$ cat config.mk
export PLATFORM = sky130hd
export DESIGN_NAME = mem_port_arbiter_flat
export DESIGN_NICKNAME = d
export VERILOG_FILES = /design/src/rtl/mem_port_arbiter_if.sv /design/src/rtl/mem_port_arbiter.sv /design/src/flat_wrapper.sv
export SDC_FILE = /design/constraint.sdc
export NUM_CORES = 1
export LEC_CHECK = 0
export CORE_MARGIN = 10
export CORE_UTILIZATION = 44
export DETAILED_ROUTE_END_ITERATION = 7
export PLACE_DENSITY = 0.87
export SLEW_MARGIN = 20
export SYNTH_ARGS = -nofsm -noshare
export SYNTH_HDL_FRONTEND = slang
export SYNTH_SLANG_ARGS = --single-unit
export TNS_END_PERCENT = 30
$ cat constraint.sdc
create_clock -name CLK -period 5.55 [get_ports CLK]
set_clock_uncertainty 0.2 [all_clocks]
set_input_delay 1.11 -clock CLK [delete_from_list [all_inputs] [get_ports CLK]]
set_output_delay 1.11 -clock CLK [all_outputs]
set_load 0.005 [all_outputs]
$ cat src/rtl/mem_port_arbiter_if.sv
// Request/grant/response bundle between the IF and LS requesters, the arbiter and the memory.
// Handshake: a requester raises req with stable fields and holds it until gnt; gnt and rvalid are one-cycle pulses.
interface mem_port_arbiter_if #(
  parameter int ADDR_W = 32,
  parameter int DATA_W = 32
) ();
  logic              if_req;
  logic [ADDR_W-1:0] if_addr;
  logic              if_gnt;
  logic              if_rvalid;
  logic [DATA_W-1:0] if_rdata;

  logic              ls_req;
  logic              ls_we;
  logic [ADDR_W-1:0] ls_addr;
  logic [DATA_W-1:0] ls_wdata;
  logic              ls_gnt;
  logic              ls_rvalid;
  logic [DATA_W-1:0] ls_rdata;

  logic              mem_rd;
  logic              mem_wr;
  logic [ADDR_W-1:0] mem_addr;
  logic [DATA_W-1:0] mem_wdata;
  logic [DATA_W-1:0] mem_rdata;

  // Arbiter side: takes requests and read data, drives grants, responses and strobes.
  modport slave (
    input  if_req, if_addr, ls_req, ls_we, ls_addr, ls_wdata, mem_rdata,
    output if_gnt, if_rvalid, if_rdata, ls_gnt, ls_rvalid, ls_rdata,
    output mem_rd, mem_wr, mem_addr, mem_wdata
  );

  modport master (
    output if_req, if_addr, ls_req, ls_we, ls_addr, ls_wdata, mem_rdata,
    input  if_gnt, if_rvalid, if_rdata, ls_gnt, ls_rvalid, ls_rdata,
    input  mem_rd, mem_wr, mem_addr, mem_wdata
  );
endinterface

$ cat src/rtl/mem_port_arbiter.sv
// Single-port memory arbiter between instruction fetch and load/store with fixed latency.
// Optional MEM_ARB_RR_EN: round-robin on contention instead of fixed LS priority.
module mem_port_arbiter #(
  parameter int ADDR_W      = 32,
  parameter int DATA_W      = 32,
  parameter int MEM_LATENCY = 2
) (
  input  logic                CLK,
  input  logic                RST,
  mem_port_arbiter_if.slave   bus,
  output logic                busy,
  output logic [1:0]          state_dbg
);

  if (MEM_LATENCY < 1 || MEM_LATENCY > 15) begin : g_bad_latency
    $error("mem_port_arbiter: MEM_LATENCY must be in 1..15");
  end

  typedef enum logic [1:0] {IDLE, ACCESS, WAIT, RESP} state_t;

  localparam logic [3:0] CNT_LOAD = 4'(MEM_LATENCY - 1);

  state_t            state, state_nxt;
  logic              owner;  // 0 = IF, 1 = LS
  logic              we_q;
  logic [ADDR_W-1:0] addr_q;
  logic [DATA_W-1:0] wdata_q;
  logic [DATA_W-1:0] rdata_q;
  logic [3:0]        cnt;
  logic              pick_ls;
  logic              any_req;

  assign any_req = bus.if_req | bus.ls_req;

`ifdef MEM_ARB_RR_EN
  logic last_owner;

  // On contention, hand the port to whoever did not own it last.
  assign pick_ls = bus.ls_req & (~bus.if_req | ~last_owner);

  always_ff @(posedge CLK or negedge RST) begin
    if (!RST) begin
      last_owner <= 1'b0;
    end else if (state == IDLE && any_req) begin
      last_owner <= pick_ls;
    end
  end
`else
  assign pick_ls = bus.ls_req;
`endif

  always_ff @(posedge CLK or negedge RST) begin
    if (!RST) begin
      state   <= IDLE;
      owner   <= 1'b0;
      we_q    <= 1'b0;
      addr_q  <= '0;
      wdata_q <= '0;
      rdata_q <= '0;
      cnt     <= '0;
    end else begin
      state <= state_nxt;
      case (state)
        IDLE: if (any_req) begin
          owner   <= pick_ls;
          we_q    <= pick_ls & bus.ls_we;
          addr_q  <= pick_ls ? bus.ls_addr : bus.if_addr;
          wdata_q <= pick_ls ? bus.ls_wdata : '0;
        end
        ACCESS: cnt <= CNT_LOAD;
        WAIT: begin
          if (cnt != 4'd0) cnt <= cnt - 4'd1;
          else             rdata_q <= we_q ? '0 : bus.mem_rdata;
        end
        default: ;
      endcase
    end
  end

  always_comb begin
    state_nxt     = state;
    bus.if_gnt    = 1'b0;
    bus.ls_gnt    = 1'b0;
    bus.if_rvalid = 1'b0;
    bus.if_rdata  = '0;
    bus.ls_rvalid = 1'b0;
    bus.ls_rdata  = '0;
    bus.mem_rd    = 1'b0;
    bus.mem_wr    = 1'b0;
    bus.mem_addr  = '0;
    bus.mem_wdata = '0;
    case (state)
      IDLE: begin
        // Grant is combinational; gate with reset so nothing leaks while held in reset.
        if (RST && any_req) begin
          bus.ls_gnt = pick_ls;
          bus.if_gnt = ~pick_ls;
          state_nxt  = ACCESS;
        end
      end
      ACCESS: begin
        bus.mem_rd    = ~we_q;
        bus.mem_wr    = we_q;
        bus.mem_addr  = addr_q;
        bus.mem_wdata = wdata_q;
        state_nxt     = WAIT;
      end
      WAIT: begin
        if (cnt == 4'd0) state_nxt = RESP;
      end
      RESP: begin
        if (owner) begin
          bus.ls_rvalid = 1'b1;
          bus.ls_rdata  = rdata_q;
        end else begin
          bus.if_rvalid = 1'b1;
          bus.if_rdata  = rdata_q;
        end
        state_nxt = IDLE;
      end
      default: state_nxt = IDLE;
    endcase
  end

  assign busy      = (state != IDLE);
  assign state_dbg = state;

endmodule

$ cat src/flat_wrapper.sv
// flat-port wrapper written by rule: the top's interface ports become plain ports
module mem_port_arbiter_flat 
#(
  parameter int ADDR_W      = 32,
  parameter int DATA_W      = 32,
  parameter int MEM_LATENCY = 2
)
  (CLK, RST, busy, state_dbg, bus_if_req, bus_if_addr, bus_ls_req, bus_ls_we, bus_ls_addr, bus_ls_wdata, bus_mem_rdata, bus_if_gnt, bus_if_rvalid, bus_if_rdata, bus_ls_gnt, bus_ls_rvalid, bus_ls_rdata, bus_mem_rd, bus_mem_wr, bus_mem_addr, bus_mem_wdata);
  mem_port_arbiter_if #(.ADDR_W(ADDR_W), .DATA_W(DATA_W)) bus_i ();
  input  logic CLK;
  input  logic RST;
  output logic busy;
  output logic [1:0] state_dbg;
  input wire logic [$bits(bus_i.if_req)-1:0] bus_if_req;
  input wire logic [$bits(bus_i.if_addr)-1:0] bus_if_addr;
  input wire logic [$bits(bus_i.ls_req)-1:0] bus_ls_req;
  input wire logic [$bits(bus_i.ls_we)-1:0] bus_ls_we;
  input wire logic [$bits(bus_i.ls_addr)-1:0] bus_ls_addr;
  input wire logic [$bits(bus_i.ls_wdata)-1:0] bus_ls_wdata;
  input wire logic [$bits(bus_i.mem_rdata)-1:0] bus_mem_rdata;
  output wire logic [$bits(bus_i.if_gnt)-1:0] bus_if_gnt;
  output wire logic [$bits(bus_i.if_rvalid)-1:0] bus_if_rvalid;
  output wire logic [$bits(bus_i.if_rdata)-1:0] bus_if_rdata;
  output wire logic [$bits(bus_i.ls_gnt)-1:0] bus_ls_gnt;
  output wire logic [$bits(bus_i.ls_rvalid)-1:0] bus_ls_rvalid;
  output wire logic [$bits(bus_i.ls_rdata)-1:0] bus_ls_rdata;
  output wire logic [$bits(bus_i.mem_rd)-1:0] bus_mem_rd;
  output wire logic [$bits(bus_i.mem_wr)-1:0] bus_mem_wr;
  output wire logic [$bits(bus_i.mem_addr)-1:0] bus_mem_addr;
  output wire logic [$bits(bus_i.mem_wdata)-1:0] bus_mem_wdata;
  assign bus_i.if_req = bus_if_req;
  assign bus_i.if_addr = bus_if_addr;
  assign bus_i.ls_req = bus_ls_req;
  assign bus_i.ls_we = bus_ls_we;
  assign bus_i.ls_addr = bus_ls_addr;
  assign bus_i.ls_wdata = bus_ls_wdata;
  assign bus_i.mem_rdata = bus_mem_rdata;
  assign bus_if_gnt = bus_i.if_gnt;
  assign bus_if_rvalid = bus_i.if_rvalid;
  assign bus_if_rdata = bus_i.if_rdata;
  assign bus_ls_gnt = bus_i.ls_gnt;
  assign bus_ls_rvalid = bus_i.ls_rvalid;
  assign bus_ls_rdata = bus_i.ls_rdata;
  assign bus_mem_rd = bus_i.mem_rd;
  assign bus_mem_wr = bus_i.mem_wr;
  assign bus_mem_addr = bus_i.mem_addr;
  assign bus_mem_wdata = bus_i.mem_wdata;
  mem_port_arbiter #(.ADDR_W(ADDR_W), .DATA_W(DATA_W), .MEM_LATENCY(MEM_LATENCY)) u_core (.CLK(CLK), .RST(RST), .bus(bus_i), .busy(busy), .state_dbg(state_dbg));
endmodule
==> out/summary.md <==
• outcome: complete, no violations
• vias in the first global route: 5085
• share of flip-flops with an asynchronous set or reset: 100%
• Reg clk slew, reported paths: 0.07 ns
• startpoint kind of the worst setup timing path: register
• core occupancy in the finished layout: 71.7%
• HP Class: register to register
• post-layout power: 3.51 mW
• distinct cell type count of the synthesized netlist: 30
• area of all sequential standard cells: 2600 µm²
• total setup buffers inserted after CTS: 0
• global placement routability congestion: 0.887
• antenna violations before repair: 1
• growth of design area from synthesis to finish: 57.1%
• worst slack, placed: 1.81 ns
• clock tree buffer depth: 2
• endpoint of the worst register-to-register path: u_core.addr_q[31]
• netlist area before placement: 5280 µm²
• Clock power frac: 17.7%
• most repeated cell in the gate-level netlist after synthesis: dfrtp_1
• cell taking the most area after synthesis: dfrtp_1
• maximum fanout encountered on the critical timing path: 34
• longest individual stage delay on the worst path: 0.74 ns
• clock buffers created by TritonCTS: 9
• overall die width: 130 µm
• Multi-input gate area: 2460 µm²
• count of state elements after synthesis: 104
• antenna-violating nets left: 0
• Post-Layout Inst Area: 8290 µm²
• total number of yosys warnings: 0
• R2R cell count: 5
• setup repair after global routing missed its margin: no
• CTS root buf: clkbuf_16
• data arrival time of the critical path: 2.73 ns
• vias per cell: 5.17
• share of total power in sequential cells: 38.9%
• achievable clock frequency: 248 MHz
• setup TNS after final layout: 0 ns
• H-Tree Level Count: 3
• starting utilization of the core area: 45.6%
• fraction of synthesized area in multiplexers: 6.28%
• count of pins over their slew limit: 0
• crit end category: primary output
• fin cells: 933
• switching power summed over all nets: 1.23 mW
• top cell types by occurrence after synthesis: 104 x dfrtp_1, 99 x and2_1, 67 x nand2_1
• Slowest-stage cell, CP: ha_1
• first-pass GRT wire length: 27700 µm
• MaxCap Viol Count: 0
• fraction of layout instances using a drive strength above 1: 3.68%
• XOR/XNOR share of the synthesized area: 0%
• IO buf count: 269
• I/O pins: 270
• synthesized netlist net count: 681
• Critical Path RT: 4.24 ns
• number of design rule violations left after detail routing: 0
• Post-synth top flop: dfrtp_1
• gate count after technology mapping: 543
• static power due to leakage: 3.74 nW
• fraction of the mapped netlist area in simple logic gates: 25.8%
• critical path endpoint: bus_if_rdata[26]
• total die area: 16800 µm²
• Avg Cell Area, Syn: 9.72 µm²
• largest family of logic cells by synthesized area: simple AND/OR/NAND/NOR gates
• number of flops mapped to enable cells by yosys: 0
• transition time at the pin with the least slew margin: 0.976 ns
• setup slack after layout: 1.51 ns
• internal portion of total power: 2.28 mW
• residual overflow from global routing: 0
• number of vias in the routed layout: 4819
• number of fill cells in the layout: 844
• number of buffers added to fix hold violations after cts: 0
• Worst Path Class, Setup: register to primary output
• minimum setup slack among reg-to-reg paths: 3.27 ns
• cell area after placement: 8000 µm²
• source-to-sink clock delay at the later pin of the worst-skew pair: 0.34 ns
• core outline area: 11600 µm²
• r2r startpoint: u_core.state_dbg[0]
• start point of the critical path: u_core.state_dbg[1]
• final critical path time including I/O delays and setup: 4.04 ns
• power density normalized to cell area: 423 nW/µm²
• Area contributors post-synth: dfrtp_1 49%, and2_1 12%, mux2i_1 6.1%
• post-detailed-placement half-perimeter wirelength: 14100 µm
• clock tree from TritonCTS: built
• Iter 0 DRT Violations: 287
• clock sink count: 104
• height of the die: 130 µm
• area fraction in compound gates after synthesis: 13.3%
• wire length after detailed routing: 18200 µm
• total number of placement rows: 39
• Max-slew headroom: 35.0%
• part of the power in combinational logic: 43.4%
• Hold Vio Cnt, Final: 0
• adder and majority gate portion of the synthesized area: 1.19%
• detailed-route wire length per cell: 19.5 µm
• GRT Util Overall: 20.9%
• pin count of the biggest net entering global routing: 99
• final setup violation count: 0
• switching part of the total power: 35.1%
• ordered cell list for the critical path: ha_1, nor2b_1, buf_4, and2_1, clkdlybuf4s50_1
• fin nets: 922
• number of placed instances, taps included: 916
• Max IR drop VDD: 0.000213 V
• Min Hold Slack: 0.271 ns
• post-cts repair resize count: 0
• fin crit share: 72.7%
• DRT Pass-1 Iters: 4
• sequential-to-total area share from yosys stat: 49.3%
• fraction of synthesized cell area taken by the top area cell type: 49.3%
## layer usage
metal	vias to the layer above	wire length (µm)	global-route usage, %
met5	-	0	0
li1	2304	-	-
met2	223	9060	37.0
met1	2272	6460	21.4
met4	0	296	6.81
met3	20	2380	9.95
## cell type report
| type | count | share of cell area [%] |
|---|---|---|
| repair buffers | 275 | 33.0 |
| flip-flops and latches | 104 | 31.4 |
| multi-input cells | 388 | 29.7 |
| clock buffers | 10 | 2.76 |
| well taps | 143 | 2.16 |
| clock inverters | 6 | 0.724 |
| inverters | 6 | 0.272 |
| diodes | 1 | 0.0302 |
## state kept, by name (all words and copies together), names as in the netlist
name / count
u_core.state_dbg: 2
u_core.rdata_q: 32
u_core.cnt: 4
u_core.owner: 1
u_core.addr_q: 32
u_core.wdata_q: 32
u_core.we_q: 1
## worst min-delay path by stage
stage / start / endpoint / slack (ns) / cells after the start
floorplan: u_core.addr_q[0] / u_core.addr_q[0] / 0.24 / 2
global placement: u_core.addr_q[9] / u_core.addr_q[9] / 0.25 / 2
detailed placement: u_core.addr_q[29] / u_core.addr_q[29] / 0.26 / 2
CTS: u_core.addr_q[29] / u_core.addr_q[29] / 0.28 / 2
global route: u_core.addr_q[29] / u_core.addr_q[29] / 0.30 / 2
finish: u_core.addr_q[29] / u_core.addr_q[29] / 0.27 / 2
## logic make-up (layout without fill, tap and decap cells)
kind of cell               count (synthesis)  in the layout
muxes                                     33             33
AOI/OAI and AO/OA                        108            108
other                                      0              1
and+or+nand+nor                          242            242
adders and majority gates                  5              5
buffers and inverters                     51            297
DFF                                      104            104
## power by group through the flow
| stage | Sequential, mW | Clock, mW | Combinational, mW |
|---|---|---|---|
| after detailed placement | 1.37 | 0 | 1.55 |
| after floorplan | 1.25 | 0 | 0.886 |
| final | 1.36 | 0.621 | 1.52 |
| after global placement | 1.34 | 0 | 1.48 |
| after CTS | 1.36 | 0.634 | 1.55 |
| after global routing | 1.41 | 0.664 | 1.70 |
## layout by cell type, fill, tap and decap left out, types with 2 or more instances in the layout
cell type        instances
clkdlybuf4s50_1        267
ha_1                     4
clkinvlp_4               2
mux2i_1                 32
inv_1                    6
nor3_1                   2
o21ai_1                 20
nand2b_1                32
and2_1                  99
dfrtp_1                104
a21o_1                   2
nand2_1                 67
a22o_1                  33
clkinv_2                 3
buf_4                    6
and3_1                  33
clkbuf_16                9
nor2b_1                  2
o21ai_0                 48
## worst max-delay path, delay by kind of cell, from the launching register on
family / cells / cell delay [ns]
flip-flops: 1 / 0.42
adder cells (fa/ha/maj): 1 / 0.74
AND/OR/NAND/NOR: 2 / 0.42
buffers and inverters: 2 / 0.79
Power figures use the tool's default switching activity.
